**src/rtl/camera_capture_sequencer.sv**
```systemverilog
// ---------------------------------------------------------------------------
// camera_capture_sequencer
//
// Sequences one single-frame camera capture, from a start command to
// image-ready. On a start pulse it wakes the D-PHY if it was powered down,
// flushes the debayer/JPEG pipeline, and then opens the datapath gate for
// exactly one complete sensor frame. It then waits for the encoder to finish
// and latches the compressed size for the SPI register block. A watchdog
// bounds everything after the flush, so a missing sensor or encoder can
// never leave the block busy forever.
//
// Parameters:
//   SETTLE_CYCLES   D-PHY power-up settle time in clocks (>= 1)
//   FLUSH_CYCLES    length of the pipeline reset pulse in clocks (>= 1)
//   TIMEOUT_CYCLES  clock budget from the end of the flush to encoder done (>= 2)
//
// Ports:
//   clock_in              single clock, all logic on the rising edge
//   reset_in              synchronous active-high reset
//   start_capture_in      one-cycle start pulse (restarts a running capture)
//   power_save_enable_in  level, asks for D-PHY power-down while idle
//   frame_valid_in        sensor frame-valid level, already in this clock domain
//   jpeg_done_in          one-cycle pulse, encoder finished writing the buffer
//   jpeg_size_in[15:0]    compressed byte count, valid with jpeg_done_in
//   dphy_power_down_out   D-PHY power-down request (only ever high while idle)
//   pipeline_reset_out    flush pulse to the debayer/JPEG pipeline
//   pipeline_enable_out   datapath gate, high for every valid cycle of one frame
//   busy_out              high whenever a capture is in progress
//   image_ready_out       capture complete, buffer contents valid
//   image_size_out[15:0]  latched jpeg_size_in from the last good capture
//   timeout_out           sticky, the last capture was aborted by the watchdog
// ---------------------------------------------------------------------------
module camera_capture_sequencer #(
   parameter int SETTLE_CYCLES  = 1000,
   parameter int FLUSH_CYCLES   = 4,
   parameter int TIMEOUT_CYCLES = 4194304
) (
   input  logic        clock_in,
   input  logic        reset_in,
   input  logic        start_capture_in,
   input  logic        power_save_enable_in,
   input  logic        frame_valid_in,
   input  logic        jpeg_done_in,
   input  logic [15:0] jpeg_size_in,
   output logic        dphy_power_down_out,
   output logic        pipeline_reset_out,
   output logic        pipeline_enable_out,
   output logic        busy_out,
   output logic        image_ready_out,
   output logic [15:0] image_size_out,
   output logic        timeout_out
);

   // The settle and flush phases never overlap, so they share one down-counter
   // sized for the longer of the two.
   localparam int PHASE_MAX = (SETTLE_CYCLES > FLUSH_CYCLES) ? SETTLE_CYCLES : FLUSH_CYCLES;
   localparam int PHASE_W   = $clog2(PHASE_MAX + 1);
   localparam int TIMER_W   = $clog2(TIMEOUT_CYCLES + 1);

   // Phase counters are loaded with length-1 so that the phase occupies
   // exactly the requested number of cycles, ending on the cycle it reads 0.
   localparam logic [PHASE_W-1:0] SETTLE_LOAD = PHASE_W'(SETTLE_CYCLES - 1);
   localparam logic [PHASE_W-1:0] FLUSH_LOAD  = PHASE_W'(FLUSH_CYCLES - 1);
   localparam logic [PHASE_W-1:0] PHASE_ONE   = PHASE_W'(1);
   localparam logic [TIMER_W-1:0] TIMER_LOAD  = TIMER_W'(TIMEOUT_CYCLES);
   localparam logic [TIMER_W-1:0] TIMER_ONE   = TIMER_W'(1);

   typedef enum logic [2:0] {
      ST_IDLE,
      ST_WAKE,
      ST_FLUSH,
      ST_WAIT_FRAME_END,
      ST_WAIT_FRAME_START,
      ST_CAPTURE,
      ST_ENCODE
   } state_t;

   state_t               state;
   logic [PHASE_W-1:0]   phase_cnt;
   logic [TIMER_W-1:0]   timer;
   logic                 timer_expiring;
   logic [TIMER_W-1:0]   timer_next;

   // The watchdog expires on the edge where it would step from 1 to 0. The
   // "<=" also covers a counter that somehow sits at 0, so the FSM can never
   // wedge in a wait state. The counter saturates at 0 rather than wrapping.
   always_comb begin
      timer_expiring = (timer <= TIMER_ONE);
      timer_next     = (timer != '0) ? (timer - TIMER_ONE) : '0;
   end

   // The gate is decoded combinationally from frame_valid_in so it rises in
   // the very first valid cycle of the captured frame; a registered version
   // would lose that first line. WAIT_FRAME_END is deliberately excluded so a
   // frame already in flight when the flush ended is never passed through.
   always_comb begin
      pipeline_enable_out = frame_valid_in &
                            ((state == ST_WAIT_FRAME_START) || (state == ST_CAPTURE));
   end

   // Main sequencer. All status outputs are registered here alongside the
   // state so they change in lock-step with it. A start pulse from any busy
   // state aborts and re-flushes, skipping WAKE because the PHY is already
   // powered whenever the FSM is out of IDLE. jpeg_done_in is checked before
   // the watchdog in ENCODE so a completion on the expiry cycle still counts.
   always_ff @(posedge clock_in) begin
      if (reset_in) begin
         state               <= ST_IDLE;
         phase_cnt           <= '0;
         timer               <= '0;
         dphy_power_down_out <= 1'b0;
         pipeline_reset_out  <= 1'b0;
         busy_out            <= 1'b0;
         image_ready_out     <= 1'b0;
         image_size_out      <= '0;
         timeout_out         <= 1'b0;
      end else begin
         dphy_power_down_out <= 1'b0;

         if (start_capture_in && (state != ST_IDLE)) begin
            state              <= ST_FLUSH;
            phase_cnt          <= FLUSH_LOAD;
            pipeline_reset_out <= 1'b1;
            image_ready_out    <= 1'b0;
            timeout_out        <= 1'b0;
         end else begin
            case (state)
               ST_IDLE: begin
                  dphy_power_down_out <= power_save_enable_in;
                  if (start_capture_in) begin
                     dphy_power_down_out <= 1'b0;
                     busy_out            <= 1'b1;
                     image_ready_out     <= 1'b0;
                     timeout_out         <= 1'b0;
                     if (dphy_power_down_out) begin
                        state     <= ST_WAKE;
                        phase_cnt <= SETTLE_LOAD;
                     end else begin
                        state              <= ST_FLUSH;
                        phase_cnt          <= FLUSH_LOAD;
                        pipeline_reset_out <= 1'b1;
                     end
                  end
               end

               ST_WAKE: begin
                  if (phase_cnt == '0) begin
                     state              <= ST_FLUSH;
                     phase_cnt          <= FLUSH_LOAD;
                     pipeline_reset_out <= 1'b1;
                  end else begin
                     phase_cnt <= phase_cnt - PHASE_ONE;
                  end
               end

               ST_FLUSH: begin
                  if (phase_cnt == '0) begin
                     state              <= ST_WAIT_FRAME_END;
                     pipeline_reset_out <= 1'b0;
                     timer              <= TIMER_LOAD;
                  end else begin
                     phase_cnt <= phase_cnt - PHASE_ONE;
                  end
               end

               ST_WAIT_FRAME_END: begin
                  timer <= timer_next;
                  if (timer_expiring) begin
                     state       <= ST_IDLE;
                     busy_out    <= 1'b0;
                     timeout_out <= 1'b1;
                  end else if (!frame_valid_in) begin
                     state <= ST_WAIT_FRAME_START;
                  end
               end

               ST_WAIT_FRAME_START: begin
                  timer <= timer_next;
                  if (timer_expiring) begin
                     state       <= ST_IDLE;
                     busy_out    <= 1'b0;
                     timeout_out <= 1'b1;
                  end else if (frame_valid_in) begin
                     state <= ST_CAPTURE;
                  end
               end

               ST_CAPTURE: begin
                  timer <= timer_next;
                  if (timer_expiring) begin
                     state       <= ST_IDLE;
                     busy_out    <= 1'b0;
                     timeout_out <= 1'b1;
                  end else if (!frame_valid_in) begin
                     state <= ST_ENCODE;
                  end
               end

               ST_ENCODE: begin
                  timer <= timer_next;
                  if (jpeg_done_in) begin
                     state           <= ST_IDLE;
                     busy_out        <= 1'b0;
                     image_ready_out <= 1'b1;
                     image_size_out  <= jpeg_size_in;
                  end else if (timer_expiring) begin
                     state       <= ST_IDLE;
                     busy_out    <= 1'b0;
                     timeout_out <= 1'b1;
                  end
               end

               default: begin
                  state              <= ST_IDLE;
                  busy_out           <= 1'b0;
                  pipeline_reset_out <= 1'b0;
               end
            endcase
         end
      end
   end

endmodule

```
**config.mk**
```make
export PLATFORM = sky130hd
export DESIGN_NAME = camera_capture_sequencer
export DESIGN_NICKNAME = d
export VERILOG_FILES = /design/src/rtl/camera_capture_sequencer.sv
export SDC_FILE = /design/constraint.sdc
export NUM_CORES = 1
export LEC_CHECK = 0
export BUFFER_PORTS_ARGS = -buffer_cell sky130_fd_sc_hd__buf_4
export CAP_MARGIN = 20
export CORE_MARGIN = 5
export CORE_UTILIZATION = 40
export CTS_BUF_LIST = sky130_fd_sc_hd__clkbuf_2
export CTS_CLUSTER_SIZE = 24
export DETAILED_ROUTE_END_ITERATION = 7
export SLEW_MARGIN = 20
export SYNTH_ARGS = -nofsm -noshare
export SYNTH_HDL_FRONTEND = slang
export SYNTH_SLANG_ARGS = --single-unit
```
**constraint.sdc**
```tcl
create_clock -name clock_in -period 4.46 [get_ports clock_in]
set_clock_uncertainty 0.05 [all_clocks]
set_input_delay 0.446 -clock clock_in [delete_from_list [all_inputs] [get_ports clock_in]]
set_output_delay 0.446 -clock clock_in [all_outputs]
set_load 0.01 [all_outputs]
```
==> qor.yml <==
job:
  drv.max_cap_violation_count: 0
route:
  drt_pre_antenna_iters: 4
  routed_len_inst_um: 14.40
  totalWireLength_mm: 7.615
  via_count: 2906
  ant_nets: 0
  drt-initial-drc-count: 143
  drc_violations: 0
  wl_met1_mm: 3.839
  highest-signal-layer: "met4"
  met3_length_um: 398
  routed-wl-met2_mm: 3.297
  viasPerCell: 5.493
cells_and_area:
  final-seq-area_mm2: 0.001141
  final_layout_size_suffix_gt1_frac: 0.1756
  multi_input_comb_area_mm2: 0.001798
  stdcell_area_mm2: 0.003557
  layout_overhead_on_the_synthesized_area_pct: 16.04
  fillers: 788
  layout.nets: 452
  antenna_cells: 0
clock_tree:
  worst_skew_pair.late_latency_ns: 0.48
  numCtsBuffers: 9
  h-tree-depth: 3
  numClockSinks: 57
  cts_tree: "done"
  postCtsSetupBuffers: 0
  cts-resized-gates: 0
  clockBufferDepth: 2
  hold_buffers: 0
  clockRootBuffer: "sky130_fd_sc_hd__clkbuf_2"
  cts.reportedPaths.clkPinSlew_ns: 0.18
yosys:
  post-synth-top-count-cell: "sky130_fd_sc_hd__dfxtp_1"
  syn_avg_cell_area_um2: 7.983
  dominantRegCellSynth: "sky130_fd_sc_hd__dfxtp_1"
  post_synth_and_or_nand_nor_area_fraction: 0.2898
  synth.yosys.seq_area_share: 0.3722
  syn-num-nets: 414
  synth.largest_area_cell: "sky130_fd_sc_hd__dfxtp_1"
  synthAdderAreaFrac: 0.03265
  synthMuxAreaShare: 0.006531
  number_of_synthesized_flops_with_an_enable_pin: 0
  postSynthRegisterBits: 57
  synth_compound_gate_area_share: 0.2061
  yosys-top-cells-count: "57 x sky130_fd_sc_hd__dfxtp_1, 47 x sky130_fd_sc_hd__nand2_1, 36 x sky130_fd_sc_hd__a21oi_1, 36 x sky130_fd_sc_hd__nor2_1, 18 x sky130_fd_sc_hd__clkbuf_1"
  ys.warnings.count: 0
  combinational_family_with_the_most_area_after_synthesis: "simple AND/OR/NAND/NOR gates"
  synth_async_sr_flop_share: 0
  synth_top_cells_by_area: "sky130_fd_sc_hd__dfxtp_1 37%, sky130_fd_sc_hd__a21oi_1 5.9%, sky130_fd_sc_hd__nand2_1 5.8%, sky130_fd_sc_hd__xnor2_1 4.6%, sky130_fd_sc_hd__nor2_1 4.4%"
  syn_inst: 384
  synthDistinctLibCells: 53
  netlist_area_mm2: 0.003065
  area_share_of_the_largest_cell_type_after_synthesis: 0.3722
  synth_xor_area_frac: 0.05143
floorplan:
  fp.coreArea_mm2: 0.007607
  height_of_the_chip_um: 97.54
  ioPinCount: 44
  fp.dieArea_mm2: 0.009514
  placement_rows: 32
  initial_utilization: 0.4030
  chipWidth_um: 97.54
global_route:
  initial_antenna_violation_count: 0
  gr-usage-all-layers: 0.1612
  number_of_global_route_vias_before_repair: 2696
  largest_net_degree_at_the_start_of_global_routing: 28
  grt_overflow_total: 0
  first_pass_grt_wire_length_mm: 12.94
critical_path:
  cp_data_arrival_time_ns: 3.69
  critical_path.cell_chain: "or3_1 > ha_1 > inv_1 > a221oi_1 > buf_4 > nand2_1 > a21o_1 > a211oi_1"
  timing.critical_path.slowest_stage_cell: "sky130_fd_sc_hd__dfxtp_1"
  setup.worst_path.class: "register to register"
  critPathLaunchType: "register"
  endpoint: "timer[1]$_SDFFE_PP0P_"
  worst_setup_path_startpoint: "state[2]$_SDFFE_PP0P_"
  crit_path_end_kind: "register"
  worstRegToRegCells: 8
  critical_path_peak_fanout: 27
  critical_path_required_ns: 4.82
  regToRegStartpoint: "state[2]$_SDFFE_PP0P_"
  timing.rr.end: "timer[1]$_SDFFE_PP0P_"
  r2r_setup_slack_ns: 1.13
  max_incr_delay_on_cp_ns: 0.90
sta:
  finalWorstPathRequiredPeriod_ns: 3.331
  fin_setup_tns_ns: 0
  timing.final.max_slew_violations: 0
  fin_worst_hold_slack_ns: 0.1421
  final_hold_viol_count: 0
  timing.fmax_mhz: 300.2
  setup_violations: 0
  max-slew-margin-rel: 0.4458
  tightest_slew_ns: 0.8301
  rsz0062_at_grt: "no"
  post-route-period-util: 0.7469
place:
  port-buffer-count: 43
  place.gp.congestion: 0.8633
  dp_hpwl_mm: 5.314
  place_area_mm2: 0.003465
min_path:
  worstHoldPathType: "input pin to register"
  timing.hold.worst.start: "jpeg_size_in[15]"
outcome:
  outcome: "finished clean"
power:
  ir_worst_vdd_v: 0.0003047
  cellPowerDensity_mw_per_mm2: 792.7
  power.static_leakage_nw: 1.396
-- worst min path at each step --
stage                                      endpoint  cells past startpoint
CTS                  image_size_out[0]$_SDFFE_PP0P_                      3
global placement    image_size_out[15]$_SDFFE_PP0P_                      2
floorplan                    timer[19]$_SDFFE_PP0P_                      2
global route         image_size_out[3]$_SDFFE_PP0P_                      3
detailed placement   image_size_out[6]$_SDFFE_PP0P_                      2
finish              image_size_out[15]$_SDFFE_PP0P_                      3
-- critical path, delay by kind of cell (launching register included) --
kind,cells,cell delay (ns)
AO/OA/AOI/OAI,3,1.06
adder cells (fa/ha/maj),1,0.43
buffers and inverters,2,0.40
flip-flops,1,0.90
AND/OR/NAND/NOR,2,0.44
-- cell type report --
cell class | instances | area share
flip-flops and latches | 57 | 0.3208
inverters | 12 | 0.01266
clock inverters | 6 | 0.009849
well taps | 102 | 0.03588
clock buffers | 10 | 0.01407
multi-input cells | 294 | 0.5055
repair buffers | 48 | 0.1013
-- registers in the layout (all words and copies together), names as in the netlist --
signal	count
timer	23
image_size_out	16
busy_out	1
phase_cnt	10
dphy_power_down_out	1
image_ready_out	1
timeout_out	1
state	3
pipeline_reset_out	1
-- per-stage QoR --
| step | instances | setup WS (ns) | total power [mW] | utilization |
|---|---|---|---|---|
| after floorplan | 384 | 1.480 | 2.146 | - |
| after global placement | 512 | 1.284 | 2.531 | 0.4554 |
| after detailed placement | 512 | 1.199 | 2.535 | 0.4554 |
| after CTS | 528 | 1.171 | 2.821 | 0.4666 |
| after global routing | 529 | 0.7947 | 3.081 | 0.4676 |
| final | 529 | 1.129 | 2.820 | 0.4676 |
-- logic make-up (layout without fill, tap and decap cells) --
logic type,after synthesis,in the layout
and+or+nand+nor,169,169
AOI/OAI and AO/OA,97,97
DFF,57,57
buffers and inverters,33,76
xor gates and xnor gates,18,18
adders and majority gates,8,8
muxes,2,2
-- placed cells by master (no fill, tap or decap), types with 6 or more instances in the layout --
master | netlist | final
sky130_fd_sc_hd__inv_1 | 12 | 12
sky130_fd_sc_hd__or3_1 | 10 | 10
sky130_fd_sc_hd__nand2_1 | 47 | 47
sky130_fd_sc_hd__xnor2_1 | 16 | 16
sky130_fd_sc_hd__nor2_1 | 36 | 36
sky130_fd_sc_hd__nor3_1 | 16 | 16
sky130_fd_sc_hd__nand3_1 | 11 | 11
sky130_fd_sc_hd__o31ai_1 | 7 | 7
sky130_fd_sc_hd__nor4_1 | 6 | 6
sky130_fd_sc_hd__ha_1 | 8 | 8
sky130_fd_sc_hd__dfxtp_1 | 57 | 57
sky130_fd_sc_hd__a21oi_1 | 36 | 36
sky130_fd_sc_hd__clkbuf_2 | 0 | 10
sky130_fd_sc_hd__or4_1 | 7 | 7
sky130_fd_sc_hd__buf_4 | 0 | 48
sky130_fd_sc_hd__nand4_1 | 7 | 7
sky130_fd_sc_hd__o21ai_0 | 16 | 16
-- report_power, final --
part	internal, mW	total [mW]	switching, mW
registers	0.648	0.844	0.196
clock network	0.0714	0.275	0.203
logic	0.695	1.70	1.01
-- layer usage --
layer,GRT usage,vias to the layer above
met5,0,-
met4,0.04153,0
met3,0.05743,10
met2,0.2367,66
met1,0.2237,1350
li1,-,1480
Note: power is estimated with default switching activity, not from simulation.
